$ cat config.mk
export PLATFORM = sky130hd
export DESIGN_NAME = tls_ped_ctrl
export DESIGN_NICKNAME = d
export VERILOG_FILES = /design/src/rtl/tls_pkg.sv /design/src/rtl/tls_ped_xing.sv /design/src/rtl/tls_ped_ctrl.sv
export SDC_FILE = /design/constraint.sdc
export NUM_CORES = 1
export LEC_CHECK = 0
export ABC_AREA = 1
export BUFFER_PORTS_ARGS = -buffer_cell sky130_fd_sc_hd__buf_2
export CELL_PAD_IN_SITES_DETAIL_PLACEMENT = 0
export CELL_PAD_IN_SITES_GLOBAL_PLACEMENT = 1
export CORE_ASPECT_RATIO = 0.5
export CORE_MARGIN = 2
export CORE_UTILIZATION = 41
export CTS_CLUSTER_SIZE = 30
export DETAILED_ROUTE_END_ITERATION = 16
export PLACE_DENSITY = 0.77
export REMOVE_ABC_BUFFERS = 1
export SETUP_SLACK_MARGIN = 0.5
export SYNTH_ARGS = -nofsm -noshare
export SYNTH_HDL_FRONTEND = slang
export SYNTH_SLANG_ARGS = --single-unit
export TNS_END_PERCENT = 100
$ cat constraint.sdc
create_clock -name clk -period 2.33 [get_ports clk]
set_clock_uncertainty 0.05 [all_clocks]
set_input_delay 0.3495 -clock clk [delete_from_list [all_inputs] [get_ports clk]]
set_output_delay 0.3495 -clock clk [all_outputs]
set_load 0.01 [all_outputs]
$ cat src/rtl/tls_pkg.sv
// Shared lamp encodings and pedestrian-phase state for the traffic light slice.
package tls_pkg;

  localparam logic [2:0] LAMP_G = 3'b100;
  localparam logic [2:0] LAMP_Y = 3'b010;
  localparam logic [2:0] LAMP_R = 3'b001;

  typedef enum logic [1:0] {IDLE, ARMED, WALK, FLASH} ped_state_t;

  function automatic logic lamp_legal(input logic [2:0] code);
    return (code == LAMP_G) || (code == LAMP_Y) || (code == LAMP_R);
  endfunction

endpackage

$ cat src/rtl/tls_ped_xing.sv
// One pedestrian crossing: button debounce, walk/flash phase FSM and lamp outputs.
module tls_ped_xing
  import tls_pkg::*;
#(
  parameter int WALK_CYC  = 6,
  parameter int FLASH_CYC = 4,
  parameter int DEB_CYC   = 3
) (
  input  logic       clk,
  input  logic       rst,
  input  logic       req,
  input  logic       onset,
  input  logic       fault,
  output logic       active,
  output logic       walk,
  output logic       dontwalk,
  output logic [3:0] cnt
);

  localparam int PH_MAX = (WALK_CYC > FLASH_CYC) ? WALK_CYC : FLASH_CYC;
  localparam int PH_W   = $clog2(PH_MAX + 1);
  localparam int DEB_W  = $clog2(DEB_CYC + 1);

  ped_state_t       state, state_n;
  logic [PH_W-1:0]  ph, ph_n;
  logic [DEB_W-1:0] deb, deb_n;
  logic             pending, pending_n;
  logic             press;
  logic             walk_n, dontwalk_n;
  logic [3:0]       cnt_n;

  assign active = (state == WALK) || (state == FLASH);

  // Press fires once, on the DEB_CYC-th consecutive high sample; the count then
  // sits saturated until the button is released.
  // NOTE: every signal written in always_comb gets a default first so no latch is inferred.
  always_comb begin
    press = 1'b0;
    deb_n = '0;
    if (!fault && req) begin
      press = (deb == DEB_W'(DEB_CYC - 1));
      deb_n = (deb == DEB_W'(DEB_CYC)) ? deb : deb + 1'b1;
    end
  end

  always_comb begin
    state_n   = state;
    ph_n      = ph;
    pending_n = pending;
    if (fault) begin
      state_n   = IDLE;
      ph_n      = '0;
      pending_n = 1'b0;
    end else begin
      case (state)
        IDLE:  if (press) state_n = ARMED;
        ARMED: if (onset) begin
          state_n = WALK;
          ph_n    = PH_W'(WALK_CYC - 1);
        end
        WALK:  if (ph == '0) begin
          state_n = FLASH;
          ph_n    = PH_W'(FLASH_CYC - 1);
        end else begin
          ph_n = ph - 1'b1;
        end
        FLASH: if (ph == '0) begin
          state_n   = (pending || press) ? ARMED : IDLE;
          pending_n = 1'b0;
        end else begin
          ph_n = ph - 1'b1;
          if (press) pending_n = 1'b1;
        end
        default: state_n = IDLE;
      endcase
    end
  end

  // Outputs are decoded from the next state so they leave the flops already aligned.
  always_comb begin
    walk_n     = (state_n == WALK);
    dontwalk_n = (state_n != WALK);
    cnt_n      = '0;
    if (state_n == FLASH) begin
      dontwalk_n = (state == FLASH) ? ~dontwalk : 1'b1;
      cnt_n      = 4'(ph_n) + 4'd1;
    end
  end

  // NOTE: sequential state uses non-blocking assignments so every flop sees pre-edge values.
  always_ff @(posedge clk) begin
    if (!rst) begin
      state    <= IDLE;
      ph       <= '0;
      deb      <= '0;
      pending  <= 1'b0;
      walk     <= 1'b0;
      dontwalk <= 1'b1;
      cnt      <= '0;
    end else begin
      state    <= state_n;
      ph       <= ph_n;
      deb      <= deb_n;
      pending  <= pending_n;
      walk     <= walk_n;
      dontwalk <= dontwalk_n;
      cnt      <= cnt_n;
    end
  end

endmodule

$ cat src/rtl/tls_ped_ctrl.sv
// Two-crossing pedestrian controller: red-onset detection and lamp-code supervision.
module tls_ped_ctrl
  import tls_pkg::*;
#(
  parameter int WALK_CYC  = 6,
  parameter int FLASH_CYC = 4,
  parameter int DEB_CYC   = 3
) (
  input  logic       clk,
  input  logic       rst,
  input  logic [2:0] la,
  input  logic [2:0] lb,
  input  logic       req_a,
  input  logic       req_b,
  output logic       walk_a,
  output logic       walk_b,
  output logic       dontwalk_a,
  output logic       dontwalk_b,
  output logic [3:0] cnt_a,
  output logic [3:0] cnt_b,
  output logic       fault
);

  logic [2:0] la_q, lb_q;
  logic       onset_a, onset_b;
  logic       active_a, active_b;
  logic       violation, fault_now;

  assign onset_a = (la == LAMP_R) && (la_q != LAMP_R);
  assign onset_b = (lb == LAMP_R) && (lb_q != LAMP_R);

  // A crossing in WALK/FLASH needs its road held at red the whole time.
  assign violation = !lamp_legal(la) || !lamp_legal(lb)
                  || ((la != LAMP_R) && (lb != LAMP_R))
                  || (active_a && (la != LAMP_R))
                  || (active_b && (lb != LAMP_R));
  assign fault_now = fault || violation;

  // Sample history resets to red so reset itself never looks like an onset.
  always_ff @(posedge clk) begin
    if (!rst) begin
      la_q  <= LAMP_R;
      lb_q  <= LAMP_R;
      fault <= 1'b0;
    end else begin
      la_q  <= la;
      lb_q  <= lb;
      fault <= fault_now;
    end
  end

  tls_ped_xing #(.WALK_CYC(WALK_CYC), .FLASH_CYC(FLASH_CYC), .DEB_CYC(DEB_CYC)) u_xing_a (
    .clk      (clk),
    .rst      (rst),
    .req      (req_a),
    .onset    (onset_a),
    .fault    (fault_now),
    .active   (active_a),
    .walk     (walk_a),
    .dontwalk (dontwalk_a),
    .cnt      (cnt_a)
  );

  tls_ped_xing #(.WALK_CYC(WALK_CYC), .FLASH_CYC(FLASH_CYC), .DEB_CYC(DEB_CYC)) u_xing_b (
    .clk      (clk),
    .rst      (rst),
    .req      (req_b),
    .onset    (onset_b),
    .fault    (fault_now),
    .active   (active_b),
    .walk     (walk_b),
    .dontwalk (dontwalk_b),
    .cnt      (cnt_b)
  );

endmodule

==> results.md, run 1 <==
- Synth cell count leaders: inv_1, nand2_1, dfxtp_1, nor2_1, ha_1
- Worst Path Required: 2.48 ns
- Largest cells by area after synthesis: dfxtp_1, inv_1, nand2_1
- Total GRT Usage: 0.176
- Top FF cell, synth: dfxtp_1
- Clock Latency Late Sink: 0.29 ns
- Die area: 0.00491 mm^2
- Hpwl dp: 2740 um
- Initial Utilization: 0.442
- Finish-stage setup viols: 0
- Yosys Warn Count: 0
- Final hold vios: 0
- GPL Wtd Cong: 0.855
- Launching element type of the critical path: flop
- Die height: 50.6 um
- Cell leakage power: 0.00111 uW
- Diode count: 0
- Min-delay worst type: input port to flop
- Worst Max-Slew Pin Slew: 0.375 ns
- Fin worst setup slack: 0.345 ns
- Area occupied by multi-input gates: 0.00104 mm^2
- CTS clk-pin slew, worst paths: 0.08 ns
- Power Total: 1210 uW
- IO Count: 23
- CP peak stage delay: 0.36 ns
- Status: complete, no violations
- RSZ-0062 raised after global routing: yes
- Vias/cell: 4.74
- Remaining global-route overflow: 0
- Register area share after synthesis: 0.394
- CP arrival: 2.13 ns
- Crit Path Max Fanout: 2
- Count leader, synth: inv_1
- Syn_area_per_cell: 7.47 um^2
- Drt drc: 0
- Final min period: 1.99 ns
- Maximum clock frequency: 0.504 GHz
- Hold Buf Count CTS: 0
- Cell repeated most along the worst path: ha_4
- Syn-to-layout area delta: 35.8%
- WL final: 4090 um
- Type of the worst setup path: flop to flop
- Period utilization: 0.852
- Layout Nets: 308
- Dpl ws: 0.145 ns
- Worst VDD drop: 0.000262 V
- Cells after Synth: 238
- Number of global-route vias before repair: 1505
- Synthesized flop and latch total: 35
- CTS max path bufs: 2
- Initial antenna violation count: 0
- Initial DRT Pass Iterations: 4
- First-pass GRT wire length: 6710 um
- Post-synth EDFFs: 0
- Layout cells sized above 1: 0.345
- Num CTS Buffers: 5
- Netlist cell types: 30
- 1st-iter DRT viols: 39
- Largest net degree at the start of global routing: 13
- CTS H-tree depth: 2
- Clock Sink Count: 35
- # fillers: 366
- PortBufs: 22
- Routed vias: 1617
- Die Width: 97.1 um
- Register area: 716 um^2
- Netlist Area Pre-Place: 0.00178 mm^2
- Crit path capture type: flop
- Setup_tns: 0 ns
- Synth top area share: 0.394
- Worst path slowest cell: dfxtp_4
- CTS tree: done
- Max_cap viols: 0
- DRT antenna net count: 0
- Row cnt: 16
- Ys async rst share: 0
- WL/cell: 12.0 um
- Slew headroom: 0.749
- Pwr per Cell Area: 502 mW/mm^2
- Crit path cell chain: inv_4 > ha_4 > inv_2 > nor2_4 > inv_2 > ha_4 > a211oi_2 > a21oi_1 > inv_1 > nor2_4 > ha_4 > nand3_2 > nand2_2 > nor2_2
- Post-synth top area cell: dfxtp_1
- Root Driver: clkbuf_8
- Slew Viols, Final: 0
- Core area: 0.00402 mm^2
==> cells by family after synthesis <==
| group | share of synthesized area |
|---|---|
| DFF | 0.394 |
| xor gates and xnor gates | 0.0197 |
| buffers and inverters | 0.111 |
| adders and majority gates | 0.0844 |
| and+or+nand+nor | 0.275 |
| AOI/OAI and AO/OA | 0.115 |
==> sequential cells by signal, summed over array words and instances (netlist names), 2 cells and up <==
| register | cells |
|---|---|
| la_q | 3 |
| u_xing_a.ph | 3 |
| u_xing_a.state | 2 |
| u_xing_a.deb | 2 |
| u_xing_b.cnt | 4 |
| u_xing_a.cnt | 4 |
| u_xing_b.ph | 3 |
| u_xing_b.deb | 2 |
| lb_q | 3 |
| u_xing_b.state | 2 |
==> metrics by stage <==
stage	hold slack, ns	instance area, um^2	utilization	std cells
after floorplan	0.368	1770	-	236
after global placement	0.417	1970	0.489	315
after detailed placement	0.435	1970	0.489	315
after CTS	0.210	2320	0.576	336
after global routing	0.226	2410	0.600	341
final	0.210	2410	0.600	341
==> cell type report <==
class | count | share of cell area
Clock inverter | 3 | 0.0181
Clock buffer | 5 | 0.0285
Inverter | 49 | 0.0824
Tap cell | 54 | 0.0280
Timing Repair Buffer | 43 | 0.116
Multi-Input combinational cell | 152 | 0.431
Sequential cell | 35 | 0.296
==> critical path: cells and delay by family (launching register included) <==
kind | cells | cell delay, ns
fa+ha+maj | 3 | 0.53
simple gates | 5 | 0.42
flops | 1 | 0.36
buf+inv | 4 | 0.28
compound gates | 2 | 0.25
==> per-layer routing <==
| layer | GRT usage | share of wire | vias to the layer above |
|---|---|---|---|
| met5 | 0 | 0 | - |
| met4 | 0.0469 | 0.012 | 0 |
| met3 | 0.0613 | 0.047 | 9 |
| met2 | 0.318 | 0.46 | 33 |
| met1 | 0.202 | 0.48 | 730 |
| li1 | - | - | 845 |
==> where the power goes <==
part           switching [uW]  internal (uW)  leakage (uW)
sequential               2.26            601      0.000288
combinational            33.0           22.7      0.000764
clock                     235            319     0.0000581
total                     270            942       0.00111
==> layout by cell type (no fill, tap or decap), types with 2 or more instances in the layout <==
cell,count
xor2_1,3
a21boi_1,2
a21oi_4,2
nand2_1,38
nor3_1,5
dfxtp_1,29
inv_1,39
dfxtp_4,3
nand4_1,3
ha_4,5
buf_4,20
ha_1,6
o21ai_0,6
clkbuf_8,5
nor2_4,2
buf_2,22
nand2_4,2
nand3b_1,4
dfxtp_2,3
nor2_1,29
nand3_1,7
nand3_2,5
a21oi_1,9
nor2_2,4
inv_2,8
nor3_4,2
nand2_2,3
==> path summary, 6_finish.rpt <==
kind	start	to	slack, ns	depth (start not counted)
worst min-delay path	lb[1]	lb_q[1]	0.21	3
worst min register to register	u_xing_a.pending	u_xing_a.pending	0.44	2
worst max-delay path	u_xing_a.ph[0]	u_xing_a.cnt[2]	0.34	14
worst max register to register	u_xing_a.ph[0]	u_xing_a.cnt[2]	0.34	14
==> repair_timing <==
item	in CTS	in global routing
hold endpoints to repair	0	0
cloned	0	0
buffers inserted	13	5
pin swaps	19	20
resized for setup	42	17
setup endpoints to repair	8	9
(Power assumes the default switching activity.)
==> run 2, diff against run 1 <==
--- a/config.mk
+++ b/config.mk
@@ -14,7 +14,7 @@
 export CORE_UTILIZATION = 41
 export CTS_CLUSTER_SIZE = 30
 export DETAILED_ROUTE_END_ITERATION = 16
-export PLACE_DENSITY = 0.77
+export PLACE_DENSITY = 0.88
 export REMOVE_ABC_BUFFERS = 1
 export SETUP_SLACK_MARGIN = 0.5
 export SYNTH_ARGS = -nofsm -noshare
==> run 2 against run 1 <==
Against the previous run:
- global-route usage down 0.31 points
- worst hold slack gained 0.0089 ns
- setup slack gained 0.041 ns
- sequential share of layout area fell by 0.12 points
- via count up 2.4%
- flip-flop and latch count unchanged
- register-to-register slack better by 0.04 ns
- highest routed layer unchanged
==> results.md, run 2 (synthesized netlist as in run 1, its figures left out) <==
- CP arrival: 2.12 ns (about the same)
- Cell leakage power: 0.00111 uW (+0.41%)
- RSZ-0062 raised after global routing: yes
- IO Count: 23 (unchanged)
- Cell Count, Final, Fillers Out: 345 (+1.2%)
- Min-delay worst type: input port to flop
- Crit Path Max Fanout: 2 (unchanged)
- Initial antenna violation count: 0 (unchanged)
- CP peak stage delay: 0.33 ns (-0.03 ns)
- Biggest regs: u_xing_a.cnt x4, u_xing_b.cnt x4
- Commonest non-fill, non-tap cell in the layout: nand2_1
- Hpwl dp: 2670 um (-2.5%)
- WHS: 0.219 ns (+0.00894 ns)
- Remaining global-route overflow: 0 (unchanged)
- Cell repeated most along the worst path: inv_2
- Num CTS Buffers: 5 (unchanged)
- GPL Wtd Cong: 0.879 (+2.8%)
- Initial Utilization: 0.442 (unchanged)
- Slew Viols, Final: 0 (unchanged)
- Syn-to-layout area delta: 35.4%
- Clock Sink Count: 35 (unchanged)
- Worst path slowest cell: dfxtp_2
- Worst Path Required: 2.51 ns (+0.03 ns)
- Maximum clock frequency: 0.514 GHz (+2.1%)
- Power Total: 1080 uW (-11%)
- Period utilization: 0.834 (-0.0178)
- WL/cell: 11.8 um (-1.5%)
- Most frequent cells in the layout: nand2_1, inv_1, nor2_1
- Slew headroom: 0.765 (+0.0162)
- Status: complete, no violations
- Max_cap viols: 0 (unchanged)
- Vias/cell: 4.80 (+1.2%)
- Crit path capture type: flop
- Number of global-route vias before repair: 1606 (+6.7%)
- Die height: 50.6 um (unchanged)
- 1st-iter DRT viols: 44 (+13%)
- Final min period: 1.94 ns (-0.0414 ns)
- PortBufs: 22 (unchanged)
- Die Width: 97.1 um (unchanged)
- Placed insts: 315 (unchanged)
- First-pass GRT wire length: 6790 um (+1.2%)
- Finish-stage setup viols: 0 (unchanged)
- Final hold vios: 0 (unchanged)
- Setup_tns: 0 ns (unchanged)
- Launching element type of the critical path: flop
- Crit path from: u_xing_a.ph[0]
- CTS tree: done
- CTS H-tree depth: 2 (unchanged)
- DRT antenna net count: 0 (unchanged)
- DP Area: 0.00197 mm^2 (unchanged)
- Largest net degree at the start of global routing: 11 (-2)
- CTS max path bufs: 2 (unchanged)
- Post-Layout Inst Area: 0.00241 mm^2 (-0.31%)
- Layout Nets: 312 (+1.3%)
- Type of the worst setup path: flop to flop
- Pwr per Cell Area: 448 mW/mm^2 (-11%)
- WL final: 4080 um (-0.39%)
- Core area: 0.00402 mm^2 (unchanged)
- Total GRT Usage: 0.173 (-0.00309)
- Worst Max-Slew Pin Slew: 0.352 ns (-0.0226 ns)
- Crit path cell chain: inv_2 > ha_4 > inv_2 > nor2_4 > inv_2 > ha_4 > a211oi_4 > a21oi_2 > inv_2 > nor2_4 > buf_6 > buf_4 > buf_6 > nor2_2
- Routed vias: 1655 (+2.4%)
- # fillers: 358 (-2.2%)
- Root Driver: clkbuf_8
- Drt drc: 0 (unchanged)
- Die area: 0.00491 mm^2 (unchanged)
- Row cnt: 16 (unchanged)
- Worst R2R Start: u_xing_a.ph[0]
- Clock Latency Late Sink: 0.29 ns (about the same)
- Worst VDD drop: 0.000298 V (+14%)
- CTS clk-pin slew, worst paths: 0.07 ns (about the same)
- Min-Delay Startpoint: la[0]
- Layout cells sized above 1: 0.333 (-0.0116)
- Initial DRT Pass Iterations: 4 (unchanged)
- Diode count: 0 (unchanged)
-- run 2: worst max-delay path, delay by kind of cell, from the launching register on --
kind / cells / cell delay (ns)
and+or+nand+nor: 3 / 0.19
adders and majority gates: 2 / 0.36
buffers and inverters: 7 / 0.61
AOI/OAI and AO/OA: 2 / 0.34
DFF: 1 / 0.33
-- run 2: report_power, final --
| group | leakage, uW | internal, uW | switching [uW] |
|---|---|---|---|
| Clock | 0.0000422 | 210 | 209 |
| Sequential | 0.000287 | 604 | 2.52 |
| Combinational | 0.000785 | 20.8 | 32.8 |
| Total | 0.00111 | 834 | 244 |
-- run 2: metal layers --
| layer | vias up | wire length (um) | GRT usage |
|---|---|---|---|
| met5 | - | 0 | 0 |
| met4 | 0 | 99 | 0.0728 |
| met3 | 12 | 185 | 0.0404 |
| met2 | 37 | 1910 | 0.306 |
| met1 | 755 | 1890 | 0.206 |
| li1 | 851 | - | - |
-- run 2: what timing repair did --
action / in CTS / in global routing
pin swaps: 18 / 20
hold buffers: 0 / 0
endpoints found under the setup margin: 6 / 14
setup buffers: 14 / 8
resized for setup: 29 / 27
-- run 2: final timing paths --
path / end / slack, ns / cells after the start
max reg2reg: u_xing_a.cnt[0] / 0.39 / 14
min reg2reg: u_xing_a.pending / 0.43 / 2
max: u_xing_a.cnt[0] / 0.39 / 14
min: la_q[0] / 0.22 / 3
-- run 2: area by class of cell --
type | count | area (um^2) | share of cell area
inverter | 49 | 196 | 0.0816
sequential | 35 | 711 | 0.295
multi-input combinational | 152 | 1040 | 0.431
timing repair buffer | 47 | 313 | 0.130
clock buffer | 7 | 76.3 | 0.0317
tap | 54 | 67.6 | 0.0281
clock inverter | 1 | 5.00 | 0.00208
-- run 2: stage by stage --
stage | worst slack, ns | utilization
floorplan | 0.317 | -
global placement | 0.226 | 0.489
detailed placement | 0.145 | 0.489
CTS | 0.368 | 0.556
global route | 0.306 | 0.598
finish | 0.386 | 0.598
==> run 3, diff against run 2 <==
==> constraint.sdc (replaced) <==
create_clock -name clk -period 1.8 [get_ports clk]
set_clock_uncertainty 0.05 [all_clocks]
set_input_delay 0.27 -clock clk [delete_from_list [all_inputs] [get_ports clk]]
set_output_delay 0.27 -clock clk [all_outputs]
set_load 0.01 [all_outputs]
==> run 3 against run 2 <==
Against the previous run:
- the flow now finishes with violations (setup timing)
- setup slack worse by 0.60 ns
- count of clock-buffer cells in the layout stayed put
- non-clock buffer count is 48 higher
- final cell count is 14% higher
- core utilization is 18 points higher
- first-iteration DRC count grew to 3.0 times the previous value
- total power is 35% higher
- design area is 29% higher
- worst hold slack worse by 0.083 ns
==> results.md, run 3 (synthesized netlist as in run 1, its figures left out) <==
- Diode count: 0 (unchanged)
- Number of global-route vias before repair: 1912 (+19%)
- Maximum clock frequency: 0.496 GHz (-3.5%)
- Worst VDD drop: 0.000346 V (+16%)
- Hpwl dp: 3100 um (+16%)
- Row cnt: 16 (unchanged)
- Num CTS Buffers: 5 (unchanged)
- Total GRT Usage: 0.231 (+0.0580)
- Biggest regs: u_xing_a.cnt x4, u_xing_b.cnt x4
- DRT antenna net count: 0 (unchanged)
- Fin worst setup slack: -0.214 ns (-0.600 ns)
- CTS clk-pin slew, worst paths: 0.07 ns (about the same)
- Crit path cell chain: buf_4 > nor2_1 > inv_1 > nor2_1 > nor3_2 > buf_4 > ha_4 > inv_2 > nand4_1 > nand2_1 > inv_1 > nor2_1
- Die height: 50.6 um (unchanged)
- 1st-iter DRT viols: 132 (+200%)
- Most frequent cells in the layout: buf_4, inv_1, nand2_1
- Hold path endpoint: la_q[0]
- PortBufs: 22 (unchanged)
- Syn-to-layout area delta: 75.1%
- IO Count: 23 (unchanged)
- First-pass GRT wire length: 8760 um (+29%)
- Slew Viols, Final: 0 (unchanged)
- CP arrival: 2.20 ns (+0.08 ns)
- Layout Utilization: 0.774 (+0.175)
- RSZ-0062 raised after global routing: yes
- CP top delay family: simple AND/OR/NAND/NOR gates
- Die Width: 97.1 um (unchanged)
- CTS H-tree depth: 2 (unchanged)
- Drt drc: 0 (unchanged)
- Period utilization: 1.12 (+0.285)
- Initial Utilization: 0.442 (unchanged)
- Worst R2R Start: u_xing_b.state[1]
- CP peak stage delay: 0.36 ns (+0.03 ns)
- Crit path from: u_xing_b.state[1]
- Finish-stage setup viols: 10 (+10)
- Crit Path Max Fanout: 3 (+1)
- Max_cap viols: 0 (unchanged)
- Root Driver: clkbuf_8
- Clock Sink Count: 35 (unchanged)
- Layout cells sized above 1: 0.560 (+0.227)
- Worst path slowest cell: dfxtp_4
- Die area: 0.00491 mm^2 (unchanged)
- Final hold vios: 0 (unchanged)
- Largest net degree at the start of global routing: 11 (unchanged)
- FF-to-FF End: u_xing_b.cnt[2]
- WL final: 6800 um (+67%)
- Type of the worst setup path: flop to flop
- Clock Latency Late Sink: 0.29 ns (about the same)
- WHS: 0.136 ns (-0.0834 ns)
- Layout Nets: 360 (+15%)
- Worst Path Required: 1.99 ns (-0.52 ns)
- Pwr per Cell Area: 467 mW/mm^2 (+4.4%)
- Failing checks: setup timing
- Hold depth: 3 (unchanged)
- Routed vias: 2133 (+29%)
- Status: finished, violations left
- Register area: 712 um^2 (+0.18%)
- Initial antenna violation count: 0 (unchanged)
- WL/cell: 17.3 um (+46%)
- CTS max path bufs: 2 (unchanged)
- Min-delay worst type: input port to flop
- Slew headroom: 0.666 (-0.0993)
- Core area: 0.00402 mm^2 (unchanged)
- Reg2reg path depth: 12 (-2)
- Remaining global-route overflow: 0 (unchanged)
- GPL Wtd Cong: 0.838 (-4.7%)
- Crit path capture type: flop
- Worst Max-Slew Pin Slew: 0.500 ns (+0.148 ns)
- Commonest non-fill, non-tap cell in the layout: buf_4
- CTS tree: done
- Final min period: 2.01 ns (+0.0703 ns)
- Min-Delay Startpoint: la[0]
- Vias/cell: 5.43 (+13%)
- Initial DRT Pass Iterations: 5 (+1)
- Cell leakage power: 0.00142 uW (+27%)
- # fillers: 221 (-38%)
- Area occupied by multi-input gates: 0.00130 mm^2 (+26%)
- Cell repeated most along the worst path: nor2_1
- Crit path buf inv count: 5 (-2)
- Launching element type of the critical path: flop
- Worst reg2reg setup slack: -0.21 ns (-0.60 ns)
-- run 3: worst register-to-register path: cells and delay by family (launching register included) --
kind	cells	cell delay, ns
and+or+nand+nor	6	0.87
buffers and inverters	5	0.52
DFF	1	0.36
adders and majority gates	1	0.16
-- run 3: layer usage --
layer | share of wire | vias up | track usage
met2 | 0.47 | 162 | 0.438
met4 | 0.065 | 0 | 0.101
met3 | 0.085 | 56 | 0.0529
li1 | - | 954 | -
met1 | 0.38 | 961 | 0.253
met5 | 0 | - | 0
-- run 3: what timing repair did --
item                       in CTS  in global routing
buffers inserted               27                  6
gates resized for setup        99                 42
hold buffers                    0                  0
pin swaps                      45                 32
cloned                          0                  0
setup endpoints to repair      29                 29
-- run 3: layout make-up --
class | count | share of cell area
Tap cell | 54 | 0.0217
Clock buffer | 7 | 0.0245
Sequential cell | 35 | 0.229
Inverter | 49 | 0.0631
Multi-Input combinational cell | 152 | 0.419
Timing Repair Buffer | 95 | 0.242
Clock inverter | 1 | 0.00161
-- run 3: report_power, final --
group / total (uW) / internal, uW / switching, uW
Clock: 563 / 272 / 291
Sequential: 785 / 781 / 3.93
Combinational: 107 / 43.7 / 63.5
Total: 1460 / 1100 / 359
-- run 3: worst max path at each step --
stage | to | depth (start not counted)
detailed placement | u_xing_a.cnt[2] | 15
global route | u_xing_a.cnt[0] | 9
global placement | u_xing_a.cnt[2] | 15
CTS | u_xing_a.cnt[2] | 15
finish | u_xing_b.cnt[2] | 12
floorplan | u_xing_a.cnt[2] | 15
-- run 3: metrics by stage --
step	total power [uW]	cells	worst slack (ns)	TNS (ns)	area [um^2]
after CTS	1430	387	-0.178	-0.640	2900
after global routing	1510	393	-0.336	-2.36	3110
after floorplan	840	236	-0.213	-0.595	1770
after detailed placement	877	352	-0.283	-0.986	2250
after global placement	875	352	-0.241	-0.879	2250
final	1460	393	-0.214	-1.24	3110
